--- src/rtl/dcache_mem_bridge.sv ---
// Bridge between the L1 data cache's MMU port and a word-wide memory bus.
// Cached lines move as 8 sequential 32-bit beats; MMIO moves as a single beat.
module dcache_mem_bridge #(
   parameter logic [31:0] MMIO_MASK  = 32'hF000_0000,
   parameter logic [31:0] MMIO_MATCH = 32'hF000_0000
) (
   input  logic         sys_clk,
   input  logic         rst_n,
   input  logic         l1_mmu_req_read,
   input  logic         l1_mmu_req_write,
   input  logic [31:0]  l1_mmu_req_addr,
   input  logic [255:0] l1_mmu_write_data,
   output logic         mmu_l1_done,
   output logic [255:0] mmu_l1_read_data,
   output logic         mem_req,
   output logic         mem_we,
   output logic [31:0]  mem_addr,
   output logic [31:0]  mem_wdata,
   input  logic         mem_ready,
   input  logic [31:0]  mem_rdata
);

   typedef enum logic [1:0] {IDLE, XFER, DONE} state_t;

   state_t           state_reg;
   logic [2:0]       beat_reg;
   logic [7:0][31:0] wline_reg;
   logic [7:0][31:0] rbuf_reg;
   logic             we_reg;
   logic             mmio_reg;

   logic             is_mmio;
   logic             last_beat;
   logic [2:0]       beat_next;

   assign is_mmio   = (l1_mmu_req_addr & MMIO_MASK) == MMIO_MATCH;
   assign last_beat = mmio_reg || (beat_reg == 3'd7);
   assign beat_next = beat_reg + 3'd1;

   for (genvar gi = 0; gi < 8; gi++) begin : g_rdata
      assign mmu_l1_read_data[32*gi +: 32] = rbuf_reg[gi];
   end

   always_ff @(posedge sys_clk) begin
      if (!rst_n) begin
         state_reg   <= IDLE;
         beat_reg    <= 3'd0;
         wline_reg   <= '0;
         rbuf_reg    <= '0;
         we_reg      <= 1'b0;
         mmio_reg    <= 1'b0;
         mem_req     <= 1'b0;
         mem_we      <= 1'b0;
         mem_addr    <= 32'd0;
         mem_wdata   <= 32'd0;
         mmu_l1_done <= 1'b0;
      end else begin
         mmu_l1_done <= 1'b0;
         case (state_reg)
            IDLE: begin
               // Write wins a tie; the cache keeps the read asserted and it is taken later.
               if (l1_mmu_req_read || l1_mmu_req_write) begin
                  state_reg <= XFER;
                  beat_reg  <= 3'd0;
                  we_reg    <= l1_mmu_req_write;
                  mmio_reg  <= is_mmio;
                  wline_reg <= l1_mmu_write_data;
                  mem_req   <= 1'b1;
                  mem_we    <= l1_mmu_req_write;
                  mem_addr  <= is_mmio ? (l1_mmu_req_addr & ~32'h3)
                                       : (l1_mmu_req_addr & ~32'h1F);
                  mem_wdata <= l1_mmu_write_data[31:0];
               end
            end
            XFER: begin
               if (mem_ready) begin
                  if (!we_reg) begin
                     if (mmio_reg)
                        rbuf_reg <= {224'b0, mem_rdata};
                     else
                        rbuf_reg[beat_reg] <= mem_rdata;
                  end
                  if (last_beat) begin
                     mem_req     <= 1'b0;
                     mem_we      <= 1'b0;
                     mmu_l1_done <= 1'b1;
                     state_reg   <= DONE;
                  end else begin
                     beat_reg  <= beat_next;
                     mem_addr  <= mem_addr + 32'd4;
                     mem_wdata <= wline_reg[beat_next];
                  end
               end
            end
            DONE:    state_reg <= IDLE;
            default: state_reg <= IDLE;
         endcase
      end
   end

endmodule

--- config.mk ---
export PLATFORM = sky130hd
export DESIGN_NAME = dcache_mem_bridge
export DESIGN_NICKNAME = d
export VERILOG_FILES = /design/src/rtl/dcache_mem_bridge.sv
export SDC_FILE = /design/constraint.sdc
export NUM_CORES = 1
export LEC_CHECK = 0
export ABC_CLOCK_PERIOD_IN_PS = 2800
export CAP_MARGIN = 20
export CORE_AREA = 2 2 251 253
export CTS_BUF_LIST = sky130_fd_sc_hd__clkbuf_8
export DETAILED_ROUTE_END_ITERATION = 6
export DIE_AREA = 0 0 253 255
export PLACE_DENSITY = 0.67
export SLEW_MARGIN = 20
export SYNTH_ARGS = -nofsm -noshare
export SYNTH_HDL_FRONTEND = slang
export SYNTH_SLANG_ARGS = --single-unit
--- constraint.sdc ---
create_clock -name sys_clk -period 2.8 [get_ports sys_clk]
set_clock_uncertainty 0.2 [all_clocks]
set_input_delay 0.28 -clock sys_clk [delete_from_list [all_inputs] [get_ports sys_clk]]
set_output_delay 0.28 -clock sys_clk [all_outputs]
set_load 0.03 [all_outputs]
==> reports/qor.log <==
INFO  grt            global_route_wire_length_before_repair=130.0mm
INFO  run_status     outcome=finished, final reports clean
INFO  power_and_ir_drop power.density_cell_area=580.8nW/um2
INFO  sta            final.setup.tns=0ns
INFO  yosys          synth.distinct_cells=61
INFO  setup_path     r2r-start=beat_reg[1]$_SDFFE_PN0P_
INFO  die            placement_rows=92
INFO  clock_network  postCtsSetupBuffers=0
INFO  drt            remaining_drc_errors=0
INFO  drt            wl_final=87.99mm
INFO  setup_path     critical_path_peak_fanout=10
INFO  clock_network  clock_sink_count=584
INFO  clock_network  cts-root-buf=sky130_fd_sc_hd__clkbuf_8
INFO  grt            grt_use_total=0.2620
INFO  yosys          async_reset_ff_frac=0
INFO  drt            route.detailed.vias_per_inst=5.151
INFO  yosys          ys_seq_area_frac=0.5238
INFO  clock_network  path_clk_slew=0.07ns
INFO  setup_path     reg2reg_setup_slack=0.30ns
INFO  setup_path     worstPathArrival=2.87ns
INFO  sta            slew-limit-headroom=0.4604
INFO  sta            max_slew.worst_pin.slew=0.8094ns
INFO  clock_network  cts.htree.levels=3
INFO  drt            initialDrtViolationCount=1490
INFO  finish         design.final.nets=3879
INFO  die            die_h=255um
INFO  yosys          synth_warnings=0
INFO  setup_path     critical_path.endpoint_type=flip-flop
INFO  grt            grt_start_max_net_pins=81
INFO  yosys          synthesis.instances=2659
INFO  clock_network  cts-root-to-sink-buffers=3
INFO  drt            vias=22860
INFO  grt            overflow=0
INFO  finish         share_of_post_route_cells_with_drive_strength_above_1=0.08501
INFO  sta            finalCritPeriodShare=0.8942
INFO  finish         multiInputGateArea=9915um2
INFO  finish         area_growth_syn_to_layout=56.28%
INFO  grt            number_of_antenna_violations_at_the_first_check_in_global_routing=16
INFO  yosys          avgSynthCellArea=8.394um2
INFO  drt            route.detailed.wl_per_inst=19.83um
INFO  worst_hold_path worst_hold_startpoint=l1_mmu_req_addr[11]
INFO  place          dp_hpwl=59.71mm
INFO  sta            layout_min_cycle_time=2.504ns
INFO  yosys          synthFlopType=sky130_fd_sc_hd__dfxtp_1
INFO  sta            timing_max_transition_violations_final=0
INFO  clock_network  clock_tree_from_tritoncts=built
INFO  power_and_ir_drop p_leak=0.01268uW
INFO  grt            first_global_vias=22360
INFO  yosys          yosysTopAreaCell=sky130_fd_sc_hd__dfxtp_1
INFO  drt            firstDrtPassIters=5
INFO  yosys          synth_top_area_share=0.5238
INFO  sta            final_number_of_hold_violating_endpoints=0
INFO  finish         post-route-util=0.5612
INFO  place          total_instance_count_after_detailed_placement=3963
INFO  sta            max_clock_freq=399.4MHz
INFO  power_and_ir_drop post-layout-total-power=20260uW
INFO  setup_path     critPathKind=reg2reg
INFO  finish         num-fill-cells=5453
INFO  yosys          number_of_synthesized_flops_with_an_enable_pin=0
INFO  yosys          ffs_latches_synth=584
INFO  finish         instances_no_fill=4438
INFO  worst_hold_path min_delay_worst_endpoint=mem_addr[11]$_SDFFE_PN0P_
INFO  finish         regArea=11700um2
INFO  place          post_detailed_placement_cell_area=29870um2
INFO  worst_hold_path worstHoldPathType=in2reg
INFO  setup_path     cp.required=3.17ns
INFO  worst_hold_path whs_path_depth=4
INFO  place          place_congestion=0.8774
INFO  die            dieWidth=253um
INFO  clock_network  tritoncts.num_buffers=98
INFO  sta            setup_viol=0
INFO  setup_path     setup.worst_path.start_class=flip-flop
INFO  job            drv.max_cap_violation_count=0
INFO  finish         post-route-cell-area=34880um2
INFO  die            start_util=0.3591
INFO  setup_path     ff2ff_path_depth=7
INFO  yosys          synthesized_area=22320um2
INFO  clock_network  clk_latency=0.70ns
INFO  die            design.core.area=62160um2
INFO  sta            rsz0062_at_grt=no
INFO  power_and_ir_drop vdd.ir_drop.worst=0.3282mV
INFO  place          port_buffers=643
INFO  die            fp.dieArea=64520um2
INFO  drt            antenna_left=0
INFO  yosys          synth.top_cells.by_area=sky130_fd_sc_hd__dfxtp_1 (52%), sky130_fd_sc_hd__nand2_1 (15%), sky130_fd_sc_hd__a21oi_1 (8.4%)
INFO  die            design.portCount=648
INFO  setup_path     crit_reg_reg_endpoint=mem_wdata[16]$_SDFFE_PN0P_
worst max-delay path: stages, from the launching register on:
cell and delay, ns:
sky130_fd_sc_hd__dfxtp_1 0.42, sky130_fd_sc_hd__ha_4 0.22, sky130_fd_sc_hd__ha_4 0.38, sky130_fd_sc_hd__buf_4 0.25
sky130_fd_sc_hd__mux4_2 0.51, sky130_fd_sc_hd__nand2b_1 0.15, sky130_fd_sc_hd__o211ai_1 0.14, sky130_fd_sc_hd__a21oi_1 0.10
routing by layer:
layer	track usage	wire [um]
met5	0	25
met3	0.06753	7135
met2	0.4335	41010
met4	0.1554	5407
met1	0.3073	34420
final cells by class:
type | count | area share
Multi-Input combinational cell | 1863 | 0.2842
Antenna cell | 16 | 0.001148
Clock inverter | 47 | 0.01029
Sequential cell | 584 | 0.3353
Tap cell | 799 | 0.02866
Inverter | 2 | 0.0004304
Clock buffer | 125 | 0.04932
Timing Repair Buffer | 1002 | 0.2906
kinds of logic (layout without fill, tap and decap cells):
family	Yosys count	count (layout)	share of synthesized area
adder cells (fa/ha/maj)	3	3	0.001682
AO/OA/AOI/OAI	741	741	0.1773
buffers and inverters	213	1176	0.03767
multiplexers	71	71	0.06772
other	1	18	0.0001680
AND/OR/NAND/NOR	1046	1046	0.1917
flip-flops	584	584	0.5238
metrics by stage:
stage	hold WS (ns)	setup WS, ns
floorplan	0.2160	0.3466
global placement	0.2331	0.2343
detailed placement	0.2400	0.1935
CTS	0.00003608	0.2812
global route	0.02875	0.1698
finish	0.06299	0.2963
how the worst max path moves through the flow:
stage                                         end                       from  slack [ns]  cells past startpoint
2_1_floorplan          mem_wdata[10]$_SDFFE_PN0P_   beat_reg[0]$_SDFFE_PN0P_        0.35                      8
3_3_place_gp   mmu_l1_read_data[249]$_SDFFE_PN0P_                  mem_ready        0.23                      7
3_5_place_dp    mmu_l1_read_data[42]$_SDFFE_PN0P_                  mem_ready        0.19                      7
4_1_cts                              mem_addr[19]  mem_addr[19]$_SDFFE_PN0P_        0.28                      1
5_1_grt                mem_wdata[26]$_SDFFE_PN0P_   beat_reg[1]$_SDFFE_PN0P_        0.17                      7
6_report               mem_wdata[16]$_SDFFE_PN0P_   beat_reg[1]$_SDFFE_PN0P_        0.30                      7
synth_stat cells, drive strengths merged, types with 3 or more instances:
master	n
and2	4
nand3	20
and3	8
nand4	17
or3	3
buf	29
nand2b	37
o41ai	4
mux4	64
ha	3
nor2b	5
o21a	4
nand2	882
nor2	36
and4	7
nor3	11
a31oi	6
a21o	7
a22oi	4
o21ai	280
dfxtp	584
mux2i	7
o211ai	34
a32o	3
clkbuf	182
o31ai	3
nor4	8
a21oi	374
placed cells by master, fill, tap and decap left out, types with 3 or more instances in the layout:
cell type                           n
sky130_fd_sc_hd__nand2_1          881
sky130_fd_sc_hd__clkdlybuf4s50_1  642
sky130_fd_sc_hd__dfxtp_1          583
sky130_fd_sc_hd__a21oi_1          374
sky130_fd_sc_hd__dlygate4sd3_1    286
sky130_fd_sc_hd__o21ai_1          213
sky130_fd_sc_hd__clkbuf_8         125
sky130_fd_sc_hd__mux4_2            64
sky130_fd_sc_hd__o21ai_0           61
sky130_fd_sc_hd__buf_4             50
sky130_fd_sc_hd__nor2_1            36
sky130_fd_sc_hd__nand2b_1          36
sky130_fd_sc_hd__o211ai_1          34
sky130_fd_sc_hd__inv_1             28
sky130_fd_sc_hd__buf_12            22
sky130_fd_sc_hd__nand3_1           20
sky130_fd_sc_hd__nand4_1           17
sky130_fd_sc_hd__diode_2           16
sky130_fd_sc_hd__nor3_1            11
sky130_fd_sc_hd__a21o_1             7
sky130_fd_sc_hd__and3_1             7
sky130_fd_sc_hd__and4_1             7
sky130_fd_sc_hd__mux2i_1            7
sky130_fd_sc_hd__clkinv_2           7
sky130_fd_sc_hd__nor4_1             6
sky130_fd_sc_hd__a31oi_1            6
sky130_fd_sc_hd__o21a_1             4
sky130_fd_sc_hd__nor2b_1            4
sky130_fd_sc_hd__o21ai_2            4
sky130_fd_sc_hd__a22oi_1            4
sky130_fd_sc_hd__o41ai_1            4
sky130_fd_sc_hd__bufinv_16          4
sky130_fd_sc_hd__or3_1              3
sky130_fd_sc_hd__and2_1             3
sky130_fd_sc_hd__o31ai_1            3
power breakdown:
group,internal (uW),switching [uW],total (uW)
Clock,4400,3640,8040
Combinational,1510,1720,3230
Sequential,8720,272,8990
Total,14600,5630,20300
repair_timing:
item	4_1_cts	5_1_grt
endpoints found under the hold margin	319	0
gates resized for setup	0	0
hold buffers	286	0
Note: power is estimated with default switching activity, not from simulation.
